$ cat src/rtl/if_fetch_unit_if.sv
// Bundle between the fetch unit, instruction memory and the decode stage.
// The master side is the fetch unit; the slave side is memory plus decode.
interface if_fetch_unit_if;
    logic        imem_req;
    logic [31:0] imem_addr;
    logic        imem_ack;
    logic [31:0] imem_rdata;
    logic        id_stall;
    logic        id_branch;
    logic [31:0] id_branch_target;
    logic        if_valid;
    logic [31:0] if_inst;
    logic [31:0] if_pc4;
    logic [3:0]  IF_ins_type;
    logic [3:0]  IF_ins_number;

    modport master (
        output imem_req, imem_addr,
        input  imem_ack, imem_rdata,
        input  id_stall, id_branch, id_branch_target,
        output if_valid, if_inst, if_pc4, IF_ins_type, IF_ins_number
    );

    modport slave (
        input  imem_req, imem_addr,
        output imem_ack, imem_rdata,
        output id_stall, id_branch, id_branch_target,
        input  if_valid, if_inst, if_pc4, IF_ins_type, IF_ins_number
    );
endinterface

$ cat src/rtl/if_fetch_unit.sv
// Instruction-fetch front end: PC, single-outstanding imem read, 2-entry
// instruction FIFO toward decode, and branch redirect with in-flight drop.
//   state | meaning
//   IDLE  | no request outstanding; waiting for FIFO space
//   WAIT  | request at fetch_pc outstanding; returned word is kept
//   DROP  | request at a pre-redirect address outstanding; word is discarded
module if_fetch_unit #(
    parameter logic [31:0] RESET_PC = 32'h0000_0000
) (
    input logic             clk,
    input logic             rst,
    if_fetch_unit_if.master bus
);

    typedef enum logic [1:0] {
        ST_IDLE = 2'd0,
        ST_WAIT = 2'd1,
        ST_DROP = 2'd2
    } state_e;

    typedef struct packed {
        logic [31:0] inst;
        logic [31:0] pc4;
        logic [3:0]  itype;
    } entry_t;

    state_e      state_q, state_d;
    logic [31:0] fetch_pc_q, fetch_pc_d;
    logic [31:0] drop_addr_q, drop_addr_d;
    entry_t      ent0_q, ent0_d;
    entry_t      ent1_q, ent1_d;
    logic [1:0]  count_q, count_d;
    logic [3:0]  seq_q, seq_d;

    logic        fifo_valid;
    logic        branch;
    logic        pop;
    logic        push;
    entry_t      new_ent;

    function automatic logic [3:0] classify(input logic [5:0] opcode);
        logic [3:0] cls;
        case (opcode)
            6'h00:         cls = 4'd0;
            6'h23:         cls = 4'd1;
            6'h2B:         cls = 4'd2;
            6'h04, 6'h05:  cls = 4'd3;
            6'h02, 6'h03:  cls = 4'd4;
            default:       cls = 4'd5;
        endcase
        return cls;
    endfunction

    assign fifo_valid    = (count_q != 2'd0);
    assign branch        = bus.id_branch;
    assign pop           = fifo_valid && !bus.id_stall && !branch;
    assign push          = (state_q == ST_WAIT) && bus.imem_ack && !branch;
    assign new_ent.inst  = bus.imem_rdata;
    assign new_ent.pc4   = fetch_pc_q + 32'd4;
    assign new_ent.itype = classify(bus.imem_rdata[31:26]);

    always_comb begin
        state_d     = state_q;
        fetch_pc_d  = fetch_pc_q;
        drop_addr_d = drop_addr_q;
        ent0_d      = ent0_q;
        ent1_d      = ent1_q;
        count_d     = count_q;
        seq_d       = seq_q;

        if (branch) begin
            count_d    = 2'd0;
            fetch_pc_d = bus.id_branch_target;
        end else begin
            count_d = count_q + {1'b0, push} - {1'b0, pop};
            if (push) begin
                fetch_pc_d = fetch_pc_q + 32'd4;
            end
            // ent0 is always the front; ent1 only matters when count is 2
            case ({push, pop})
                2'b01: ent0_d = ent1_q;
                2'b10: begin
                    if (count_q == 2'd0) begin
                        ent0_d = new_ent;
                    end else begin
                        ent1_d = new_ent;
                    end
                end
                2'b11: begin
                    if (count_q == 2'd1) begin
                        ent0_d = new_ent;
                    end else begin
                        ent0_d = ent1_q;
                        ent1_d = new_ent;
                    end
                end
                default: ;
            endcase
        end

        if (pop) begin
            seq_d = seq_q + 4'd1;
        end

        case (state_q)
            ST_IDLE: begin
                if (!branch && count_d <= 2'd1) begin
                    state_d = ST_WAIT;
                end
            end
            ST_WAIT: begin
                if (bus.imem_ack) begin
                    if (count_d == 2'd2) begin
                        state_d = ST_IDLE;
                    end
                end else if (branch) begin
                    // memory still owes us the old word; remember where it was asked
                    state_d     = ST_DROP;
                    drop_addr_d = fetch_pc_q;
                end
            end
            ST_DROP: begin
                if (bus.imem_ack) begin
                    state_d = ST_WAIT;
                end
            end
            default: state_d = ST_IDLE;
        endcase
    end

    always_ff @(posedge clk) begin
        if (rst) begin
            state_q     <= ST_IDLE;
            fetch_pc_q  <= RESET_PC;
            drop_addr_q <= RESET_PC;
            ent0_q      <= '0;
            ent1_q      <= '0;
            count_q     <= 2'd0;
            seq_q       <= 4'd0;
        end else begin
            state_q     <= state_d;
            fetch_pc_q  <= fetch_pc_d;
            drop_addr_q <= drop_addr_d;
            ent0_q      <= ent0_d;
            ent1_q      <= ent1_d;
            count_q     <= count_d;
            seq_q       <= seq_d;
        end
    end

    assign bus.imem_req      = (state_q != ST_IDLE);
    assign bus.imem_addr     = (state_q == ST_DROP) ? drop_addr_q : fetch_pc_q;
    assign bus.if_valid      = fifo_valid;
    assign bus.if_inst       = fifo_valid ? ent0_q.inst : 32'h0;
    assign bus.if_pc4        = fifo_valid ? ent0_q.pc4 : 32'h0;
    assign bus.IF_ins_type   = fifo_valid ? ent0_q.itype : 4'hF;
    assign bus.IF_ins_number = seq_q;

endmodule

$ cat src/flat_wrapper.sv
// flat-port wrapper written by rule: the top's interface ports become plain ports
module if_fetch_unit_flat 
#(
    parameter logic [31:0] RESET_PC = 32'h0000_0000
)
  (clk, rst, bus_imem_req, bus_imem_addr, bus_imem_ack, bus_imem_rdata, bus_id_stall, bus_id_branch, bus_id_branch_target, bus_if_valid, bus_if_inst, bus_if_pc4, bus_IF_ins_type, bus_IF_ins_number);
  if_fetch_unit_if bus_i ();
  input logic clk;
  input logic rst;
  output wire logic [$bits(bus_i.imem_req)-1:0] bus_imem_req;
  output wire logic [$bits(bus_i.imem_addr)-1:0] bus_imem_addr;
  input wire logic [$bits(bus_i.imem_ack)-1:0] bus_imem_ack;
  input wire logic [$bits(bus_i.imem_rdata)-1:0] bus_imem_rdata;
  input wire logic [$bits(bus_i.id_stall)-1:0] bus_id_stall;
  input wire logic [$bits(bus_i.id_branch)-1:0] bus_id_branch;
  input wire logic [$bits(bus_i.id_branch_target)-1:0] bus_id_branch_target;
  output wire logic [$bits(bus_i.if_valid)-1:0] bus_if_valid;
  output wire logic [$bits(bus_i.if_inst)-1:0] bus_if_inst;
  output wire logic [$bits(bus_i.if_pc4)-1:0] bus_if_pc4;
  output wire logic [$bits(bus_i.IF_ins_type)-1:0] bus_IF_ins_type;
  output wire logic [$bits(bus_i.IF_ins_number)-1:0] bus_IF_ins_number;
  assign bus_imem_req = bus_i.imem_req;
  assign bus_imem_addr = bus_i.imem_addr;
  assign bus_i.imem_ack = bus_imem_ack;
  assign bus_i.imem_rdata = bus_imem_rdata;
  assign bus_i.id_stall = bus_id_stall;
  assign bus_i.id_branch = bus_id_branch;
  assign bus_i.id_branch_target = bus_id_branch_target;
  assign bus_if_valid = bus_i.if_valid;
  assign bus_if_inst = bus_i.if_inst;
  assign bus_if_pc4 = bus_i.if_pc4;
  assign bus_IF_ins_type = bus_i.IF_ins_type;
  assign bus_IF_ins_number = bus_i.IF_ins_number;
  if_fetch_unit #(.RESET_PC(RESET_PC)) u_core (.clk(clk), .rst(rst), .bus(bus_i));
endmodule
$ cat config.mk
export PLATFORM = sky130hd
export DESIGN_NAME = if_fetch_unit_flat
export DESIGN_NICKNAME = d
export VERILOG_FILES = /design/src/rtl/if_fetch_unit_if.sv /design/src/rtl/if_fetch_unit.sv /design/src/flat_wrapper.sv
export SDC_FILE = /design/constraint.sdc
export NUM_CORES = 1
export LEC_CHECK = 0
export CAP_MARGIN = 20
export CORE_AREA = 2 2 145 147
export CTS_BUF_LIST = sky130_fd_sc_hd__clkbuf_16
export CTS_CLUSTER_DIAMETER = 40
export CTS_CLUSTER_SIZE = 24
export DETAILED_ROUTE_END_ITERATION = 10
export DIE_AREA = 0 0 147 149
export PLACE_DENSITY = 0.75
export SLEW_MARGIN = 30
export SYNTH_ARGS = -nofsm -noshare
export SYNTH_HDL_FRONTEND = slang
export SYNTH_SLANG_ARGS = --single-unit
$ cat constraint.sdc
create_clock -name clk -period 7.6 [get_ports clk]
set_input_delay 1.52 -clock clk [delete_from_list [all_inputs] [get_ports clk]]
set_output_delay 1.52 -clock clk [all_outputs]
set_load 0.05 [all_outputs]
### After elaboration in Yosys (flattened, before gate mapping)

Index checks and enable logic that the tools add are counted.

* output and inout port bits: 106
* register bits after elaboration: 208
* logic and storage cells: 79
* bits of input ports: 69

* reduce and logical (&&, ||, !) cells: 21
* equal/unequal tests: 20
* order comparisons: 1
* add/subtract/negate cells: 4
* bitwise gates (word level): 2
* muxes and demuxes: 20

Operators with widths (count)
* 68-bit two-way mux: 4
* 68-bit one-hot mux with 3 select lines: 1
* 32-bit two-way mux: 5
* 68-bit one-hot mux with 2 select lines: 1
* 32-bit by 3-bit adder with 32-bit output (second input constant): 1
* 3-bit one-hot mux with 5 select lines: 1
* 6-bit by 2-bit equality test with 1-bit output (second input constant): 2
* 6-bit by 3-bit equality test with 1-bit output (second input constant): 2
* 6-bit equality test (second input constant): 2
* 2-bit two-way mux: 6
* 2-bit equality test (second input constant): 4
* 4-bit AND reduction: 2
* 2-bit nonzero test: 4
* 2-bit by 1-bit equality test with 1-bit output (second input constant): 3
* 6-bit logical NOT: 1
* 2-bit != test (second input constant): 3
* 3-bit != test (second input constant): 2
* 2-bit one-hot mux with 3 select lines: 1
* 3-bit AND reduction: 2
* 1-bit logical AND: 5
* 4-bit by 1-bit adder with 4-bit output (second input constant): 1
* 2-bit logical NOT: 2
* 4-bit two-way mux: 1
* 2-bit by 1-bit != test with 1-bit output (second input constant): 2
* 7 further kinds: 10

### Depth between registers and ports, before layout

Gate-level depths: netlist (run 1).

* depth in word-level cells: 10
* depth in mapped cells: 12
* gate-level depth less buffers: 11

### Worst setup path before layout (run 1)

OpenSTA, ideal clock, no wires.

* kind: flip-flop to output port
* start: register u_core.state_q[1]
* end: output bus_imem_addr[23]
* arrival: 2002 ps
* cell stages (with the launch flop): 5
* buffers on the path: 2
* required time: 6080 ps
* setup slack: 4078 ps
* cells stage by stage: dfxtp_1 > nor2b_1 > clkbuf_1 > clkbuf_1 > o21ai_0

* cells in the longest elaborated chain, start to end: 2

Ends and longest elaborated chain
* from (decl): line if_fetch_unit.sv:27 `state_e state_q, state_d;`
* from (signal assigned): line if_fetch_unit.sv:141 `state_q <= state_d;`
* 2-bit equality test: line if_fetch_unit.sv:152 `assign bus.imem_addr = (state_q == ST_DROP) ? drop_addr_q : fetch_pc_q;`
* 32-bit two-way mux: line if_fetch_unit.sv:152
* to (decl): line flat_wrapper.sv:11 `output wire logic [$bits(bus_i.imem_addr)-1:0] bus_imem_addr;`

No other way between the ends.

### Worst setup path after layout (run 1)

* start: register u_core.state_q[1]
* end: output bus_imem_addr[0]

Same word-level chain as after synthesis.

==> results by group, run 1 <==
Route
  – Post-Route WL: 26.90 mm
  – Per-cell routed wire length: 16.34 microns
  – Met1 Wirelength: 12.22 mm
  – Top sig layer: met4
  – Residual DRC: 0
  – DR vias: 9078
  – Iteration-0 DRC Markers: 721
  – Met2 WL post-DR: 12.40 mm
  – Via density: 5.515
  – DRT Pass-1 Iters: 5
  – Post-DRT Antenna Nets: 0
  – Met3 wire length: 1.729 mm

Pwr
  – NetSw: 0.7034 mW
  – Pwr per Cell Area: 217.9 nW/um^2
  – Pint: 2.050 mW
  – Worst VDD drop: 0.0001854 V
  – Logic pwr share: 0.090
  – Sw Share: 0.2555
  – Total power: 2.753 mW
  – Pleak: 4.160 nW
  – Clock Power Share: 0.497
  – Seq pwr share: 0.413

Flow run
  – Max_cap viols: 0

Critical path
  – Critical path launch point type: flip-flop
  – CP endpoint kind: output port
  – Critical path's largest stage delay: 0.71 ns
  – Setup CP Type: flip-flop to output port
  – Number of cells on the critical path: 4
  – Setup crit start: u_core.state_q[1]$_SDFFE_PP0P_
  – R2R cell count: 11
  – R2r setup slk: 4.36 ns
  – CP Capture Point: bus_imem_addr[0]
  – Crit-path leading delay family: buffers and inverters
  – CP arrival: 2.76 ns
  – Critical path fanouts, max: 36
  – R2R Path End: u_core.state_q[0]$_SDFFE_PP0P_
  – Critical path buffers and inverters: 2
  – Reg2Reg Launch Point: u_core.count_q[1]$_SDFF_PP0_
  – Critical Path RT: 6.08 ns
  – Cells along the critical path: nor2b_2 > buf_4 > mux2_2 > clkdlybuf4s50_1
  – CP max-delay cell: clkdlybuf4s50_1

Clocking
  – Post-CTS resize count: 0
  – CTS sink cnt: 206
  – Setup Buffers After CTS: 0
  – CTS tree: done
  – Root buf cell: clkbuf_16
  – H-tree levels: 1
  – Worst-path clk slew: 0.06 ns
  – Clk_lat worst skew: 0.53 ns
  – CTS buffer count: 29
  – Hold buffer count at cts: 0
  – Max clock buf depth: 3

Finish
  – Filler instances: 1808
  – Seq. cell area: 4124 sq um
  – Antenna cells: 0
  – Cell Count, Final, Fillers Out: 1646
  – Area Overhead vs Synth: 26.04%
  – Commonest cells after routing, fill and taps aside: nand2_1, dfxtp_1, clkdlybuf4s50_1
  – Final core occ: 0.6145
  – Nets: 1421
  – Commonest non-fill, non-tap cell in the layout: nand2_1
  – Multi-input gate area: 5300 sq um
  – Share of layout cells above drive strength 1: 0.08826
  – Finished Cell Area: 12630 sq um

Synth
  – Syn. warnings: 0
  – Main synth FF type: dfxtp_1
  – Synth Register Bits: 206
  – Number of synthesized flops with an enable pin: 0
  – Syn Area/Cell: 7.998 sq um
  – Syn_nets: 1326
  – Post-synthesis sequential area ratio: 0.4115
  – Mapped cell area: 10020 sq um
  – Synth cell types: 62
  – Post-Synthesis Cells: 1253
  – Asr flop ratio synth: 0

Die
  – Core Rows: 53
  – Ports: 175
  – DIE WIDTH: 147 microns
  – DIE AREA: 21900 sq um
  – Core Box Area: 20560 sq um
  – Die H: 149 microns
  – Starting Density: 0.4875

Timing
  – Relative slew slack: 0.3168
  – Slew Limit Fails: 0
  – Final worst setup slack: 3.317 ns
  – Setup TNS: 0 ns
  – Measured slew at the worst slew-check pin: 1.015 ns
  – Achievable Freq: 233.5 MHz
  – Fin crit share: 0.5636
  – RSZ-0062 raised after global routing: no
  – Setup violators final: 0
  – Worst Hold Margin: 0.4456 ns
  – Clock skew: 0.01159 ns
  – Final count of hold timing violations: 0
  – Minimum clock period: 4.283 ns

Global route
  – GRT Overall Usage: 0.2354
  – Initial antenna violation count: 0
  – First-pass GRT wire length: 42.74 mm
  – Maximum number of pins on one net before global-route repair: 103
  – Number of global-route vias before repair: 8333
  – Global route overflow: 0

Placed design
  – Placed cells: 1591
  – Post-Place Cell Area: 11610 sq um
  – Setup WS pre-CTS: 3.111 ns
  – IO buf count: 174
  – Post-DP HPWL: 17.18 mm
  – Placer Congestion: 0.8879

Run status
  – Status: finished, final reports clean

Worst hold path
  – Hold Path Class: flip-flop to flip-flop
-- flip-flops by register name (all words and copies together), names as in the netlist --
| signal | cells |
|---|---|
| u_core.ent1_q | 67 |
| u_core.bus.IF_ins_number | 4 |
| u_core.ent0_q | 67 |
| u_core.fetch_pc_q | 32 |
| u_core.state_q | 2 |
| u_core.count_q | 2 |
| u_core.drop_addr_q | 32 |
-- synth_stat cells, drive strengths merged, types with 7 or more instances --
cell type	n	area [sq um]
nor4	13	126.4
nand2b	9	56.30
clkbuf	98	469.2
and3	7	43.79
a211oi	30	235.2
mux2i	8	80.08
xor2	22	192.7
or3	10	63.81
o21ai	34	170.2
inv	8	30.03
a21oi	110	550.5
mux2	30	337.8
nor3	27	135.1
nor2	111	416.7
dfxtp	206	4124
buf	20	118.9
and2	64	400.4
nand4	24	156.4
nand3	25	137.6
a311oi	39	341.6
xnor2	31	271.5
nand2	260	975.9
-- tightest hold or removal path: cells and delay by family (launching register included) --
| family | cells | cell delay [ns] |
|---|---|---|
| DFF | 1 | 0.30 |
| AOI/OAI and AO/OA | 1 | 0.05 |
| and+or+nand+nor | 1 | 0.05 |
-- metal layers --
metal,vias to the layer above,GRT usage
li1,4492,-
met2,318,0.3749
met4,0,0.06490
met3,42,0.03333
met1,4226,0.3361
met5,-,0
-- power groups by stage --
stage,Clock [mW],Combinational [mW],Sequential [mW]
after floorplan,0,0.177,1.14
after global placement,0,0.242,1.16
after detailed placement,0,0.244,1.16
after CTS,1.38,0.247,1.14
after global routing,1.43,0.265,1.14
final,1.37,0.247,1.14
-- kinds of logic after synthesis --
kind of cell	count (synthesis)	synth area share
flip-flops	206	0.4115
AND/OR/NAND/NOR	569	0.2663
multiplexers	38	0.04170
adder cells (fa/ha/maj)	4	0.004994
AO/OA/AOI/OAI	254	0.1630
XOR/XNOR	53	0.04632
buffers and inverters	129	0.06617
-- worst min-delay path by stage --
stage | slack (ns) | cells past startpoint | to | from
final | 0.45 | 2 | u_core.ent0_q[0]$_SDFFE_PP0P_ | u_core.ent0_q[0]$_SDFFE_PP0P_
after global routing | 0.47 | 2 | u_core.ent1_q[64]$_SDFFE_PP0P_ | u_core.ent1_q[64]$_SDFFE_PP0P_
after CTS | 0.45 | 2 | u_core.ent0_q[0]$_SDFFE_PP0P_ | u_core.ent0_q[0]$_SDFFE_PP0P_
after detailed placement | 0.44 | 2 | u_core.ent0_q[0]$_SDFFE_PP0P_ | u_core.ent0_q[0]$_SDFFE_PP0P_
after global placement | 0.44 | 2 | u_core.ent0_q[10]$_SDFFE_PP0P_ | u_core.ent0_q[10]$_SDFFE_PP0P_
after floorplan | 0.43 | 2 | u_core.ent0_q[2]$_SDFFE_PP0P_ | u_core.ent0_q[2]$_SDFFE_PP0P_
-- layout make-up --
| cell class | instances | area share |
|---|---|---|
| multi-input cells | 918 | 0.4196 |
| flip-flops and latches | 206 | 0.3265 |
| repair buffers | 184 | 0.1445 |
| clock buffers | 29 | 0.05745 |
| well taps | 275 | 0.02724 |
| clock inverters | 25 | 0.02209 |
| inverters | 9 | 0.002674 |
(Power assumes the default switching activity.)
==> run 2, diff against run 1 <==
- CORE_AREA: 2 2 145 147 -> 2 2 148 150
- DIE_AREA: 0 0 147 149 -> 0 0 150 152
- PLACE_DENSITY: 0.75 -> 0.76
- clock period: 7.6 -> 3.5 ns (I/O delays scaled with it)
==> run 2 against run 1 <==
Effect of this change: cell area increased by 0.57%; routed wire length increased by 0.28%; cell count increased by 0.91%; hold slack improved by 0.0015 ns; clock power increased by 110%; clock-buffer cell count decreased by 1; largest power group unchanged.
==> results by group, run 2 (synthesis gave the netlist of run 1 again) <==
Die
  – Die H: 152 microns (was 149 microns)
  – Core Rows: 54 (was 53)
  – DIE WIDTH: 150 microns (was 147 microns)
  – Ports: 175 (unchanged)
  – DIE AREA: 22800 sq um (was 21900 sq um)
  – Starting Density: 0.4694 (was 0.4875)
  – Core Box Area: 21350 sq um (was 20560 sq um)

Finish
  – Nets: 1435 (was 1421)
  – Commonest cells after routing, fill and taps aside: nand2_1, dfxtp_1, clkdlybuf4s50_1 (unchanged)
  – Share of layout cells above drive strength 1: 0.09413 (was 0.08826)
  – Commonest non-fill, non-tap cell in the layout: nand2_1 (unchanged)
  – Top Registers: u_core.ent0_q (67), u_core.ent1_q (67) (unchanged)
  – Antenna cells: 0 (unchanged)
  – Multi-input gate area: 5269 sq um (was 5300 sq um)
  – Filler instances: 1927 (was 1808)
  – Cell Count, Final, Fillers Out: 1661 (was 1646)
  – Final core occ: 0.5951 (was 0.6145)
  – Seq. cell area: 4124 sq um (unchanged)
  – Area Overhead vs Synth: 26.77% (was 26.04%)

Placed design
  – Placed cells: 1612 (was 1591)
  – Setup WS pre-CTS: 0.4131 ns (was 3.111 ns)
  – Post-DP HPWL: 17.74 mm (was 17.18 mm)
  – Placer Congestion: 0.8944 (was 0.8879)
  – IO buf count: 174 (unchanged)

Worst hold path
  – Hold Path Class: flip-flop to flip-flop (unchanged)
  – Hold Startpoint: u_core.ent0_q[2]$_SDFFE_PP0P_ (was u_core.ent0_q[0]$_SDFFE_PP0P_)

Global route
  – Number of global-route vias before repair: 8369 (was 8333)
  – Initial antenna violation count: 0 (unchanged)
  – Maximum number of pins on one net before global-route repair: 186 (was 103)
  – Global route overflow: 0 (unchanged)
  – GRT Overall Usage: 0.2292 (was 0.2354)
  – First-pass GRT wire length: 43.30 mm (was 42.74 mm)

Route
  – Post-DRT Antenna Nets: 0 (unchanged)
  – Post-Route WL: 26.98 mm (was 26.90 mm)
  – Via density: 5.542 (was 5.515)
  – Iteration-0 DRC Markers: 782 (was 721)
  – Residual DRC: 0 (unchanged)
  – DRT Pass-1 Iters: 5 (unchanged)
  – DR vias: 9205 (was 9078)
  – Per-cell routed wire length: 16.24 microns (was 16.34 microns)

Run status
  – Status: finished, final reports clean (unchanged)

Critical path
  – Critical path launch point type: flip-flop (unchanged)
  – CP arrival: 2.61 ns (was 2.76 ns)
  – Critical Path RT: 2.80 ns (was 6.08 ns)
  – Critical path fanouts, max: 22 (was 36)
  – Setup crit start: u_core.state_q[1]$_SDFFE_PP0P_ (unchanged)
  – Setup CP Type: flip-flop to output port (unchanged)
  – Reg2Reg Launch Point: u_core.count_q[1]$_SDFF_PP0_ (unchanged)
  – CP endpoint kind: output port (unchanged)

Timing
  – RSZ-0062 raised after global routing: no (unchanged)
  – Achievable Freq: 301.8 MHz
  – Setup violators final: 0 (unchanged)
  – Final worst setup slack: 0.1860 ns (was 3.317 ns)
  – Measured slew at the worst slew-check pin: 0.9400 ns (was 1.015 ns)
  – Slew Limit Fails: 0 (unchanged)
  – Clock skew: 0.01210 ns (was 0.01159 ns)
  – Minimum clock period: 3.314 ns
  – Fin crit share: 0.9468
  – Setup TNS: 0 ns (unchanged)
  – Relative slew slack: 0.3733 (was 0.3168)
  – Final count of hold timing violations: 0 (unchanged)

Pwr
  – Total power: 5.860 mW (was 2.753 mW)
  – Pleak: 4.210 nW (was 4.160 nW)
  – Worst VDD drop: 0.0003897 V (was 0.0001854 V)
  – Pwr per Cell Area: 461.2 nW/um^2 (was 217.9 nW/um^2)

Clocking
  – CTS buffer count: 28 (was 29)
  – CTS sink cnt: 206 (unchanged)
  – Setup Buffers After CTS: 0 (unchanged)
  – H-tree levels: 1 (unchanged)
  – Worst-path clk slew: 0.06 ns (about the same)
  – CTS tree: done (unchanged)
  – Clk_lat worst skew: 0.53 ns (about the same)
  – Root buf cell: clkbuf_16 (unchanged)
  – Max clock buf depth: 3 (unchanged)

Flow run
  – Max_cap viols: 0 (unchanged)
[run 2: cell types whose count changed in the layout (fill, tap and decap cells not counted), moves of 2 or more]
cell    previous run  this run
buf_6              3         1
buf_12             0         4
inv_6              5         3
buf_4              8        21
[run 2: area by class of cell]
class | count | area share
Clock buffer | 28 | 0.05515
Clock inverter | 21 | 0.01940
Inverter | 9 | 0.002659
Multi-Input combinational cell | 918 | 0.4147
Sequential cell | 206 | 0.3246
Tap cell | 280 | 0.02758
Timing Repair Buffer | 199 | 0.1559
[run 2: critical path, stage by stage, from the launching register on]
cell and delay [ns]:
dfxtp_1 0.46, nor2b_2 0.22, buf_4 0.30, mux2_2 0.39, clkdlybuf4s50_1 0.70
[run 2: worst paths after layout]
check,depth (start not counted),to,slack [ns]
worst max-delay path,4,bus_imem_addr[16],0.19
worst min-delay path,2,u_core.ent0_q[2]$_SDFFE_PP0P_,0.45
worst min register to register,2,u_core.ent0_q[2]$_SDFFE_PP0P_,0.45
worst max register to register,11,u_core.state_q[0]$_SDFFE_PP0P_,0.90
[run 2: what timing repair did]
action                     CTS  global route
resized for setup            1             0
hold buffers                 0             0
setup endpoints to repair   30             0
[run 2: metal layers]
layer,vias to the layer above,GRT usage,share of wire
li1,4519,-,-
met1,4326,0.3356,0.46
met2,321,0.3507,0.46
met3,39,0.03033,0.064
met4,0,0.06828,0.021
met5,-,0,0
[run 2: report_power, final]
group          internal (mW)  switching (mW)
combinational          0.219           0.328
sequential              2.40          0.0716
clock                   1.77            1.08
total                   4.38            1.48
[run 2: per-stage QoR]
step | hold slack [ns] | instance area (sq um)
finish | 0.4472 | 12700
global route | 0.4665 | 12700
CTS | 0.4505 | 12700
detailed placement | 0.4445 | 11760
global placement | 0.4367 | 11760
floorplan | 0.4267 | 10020
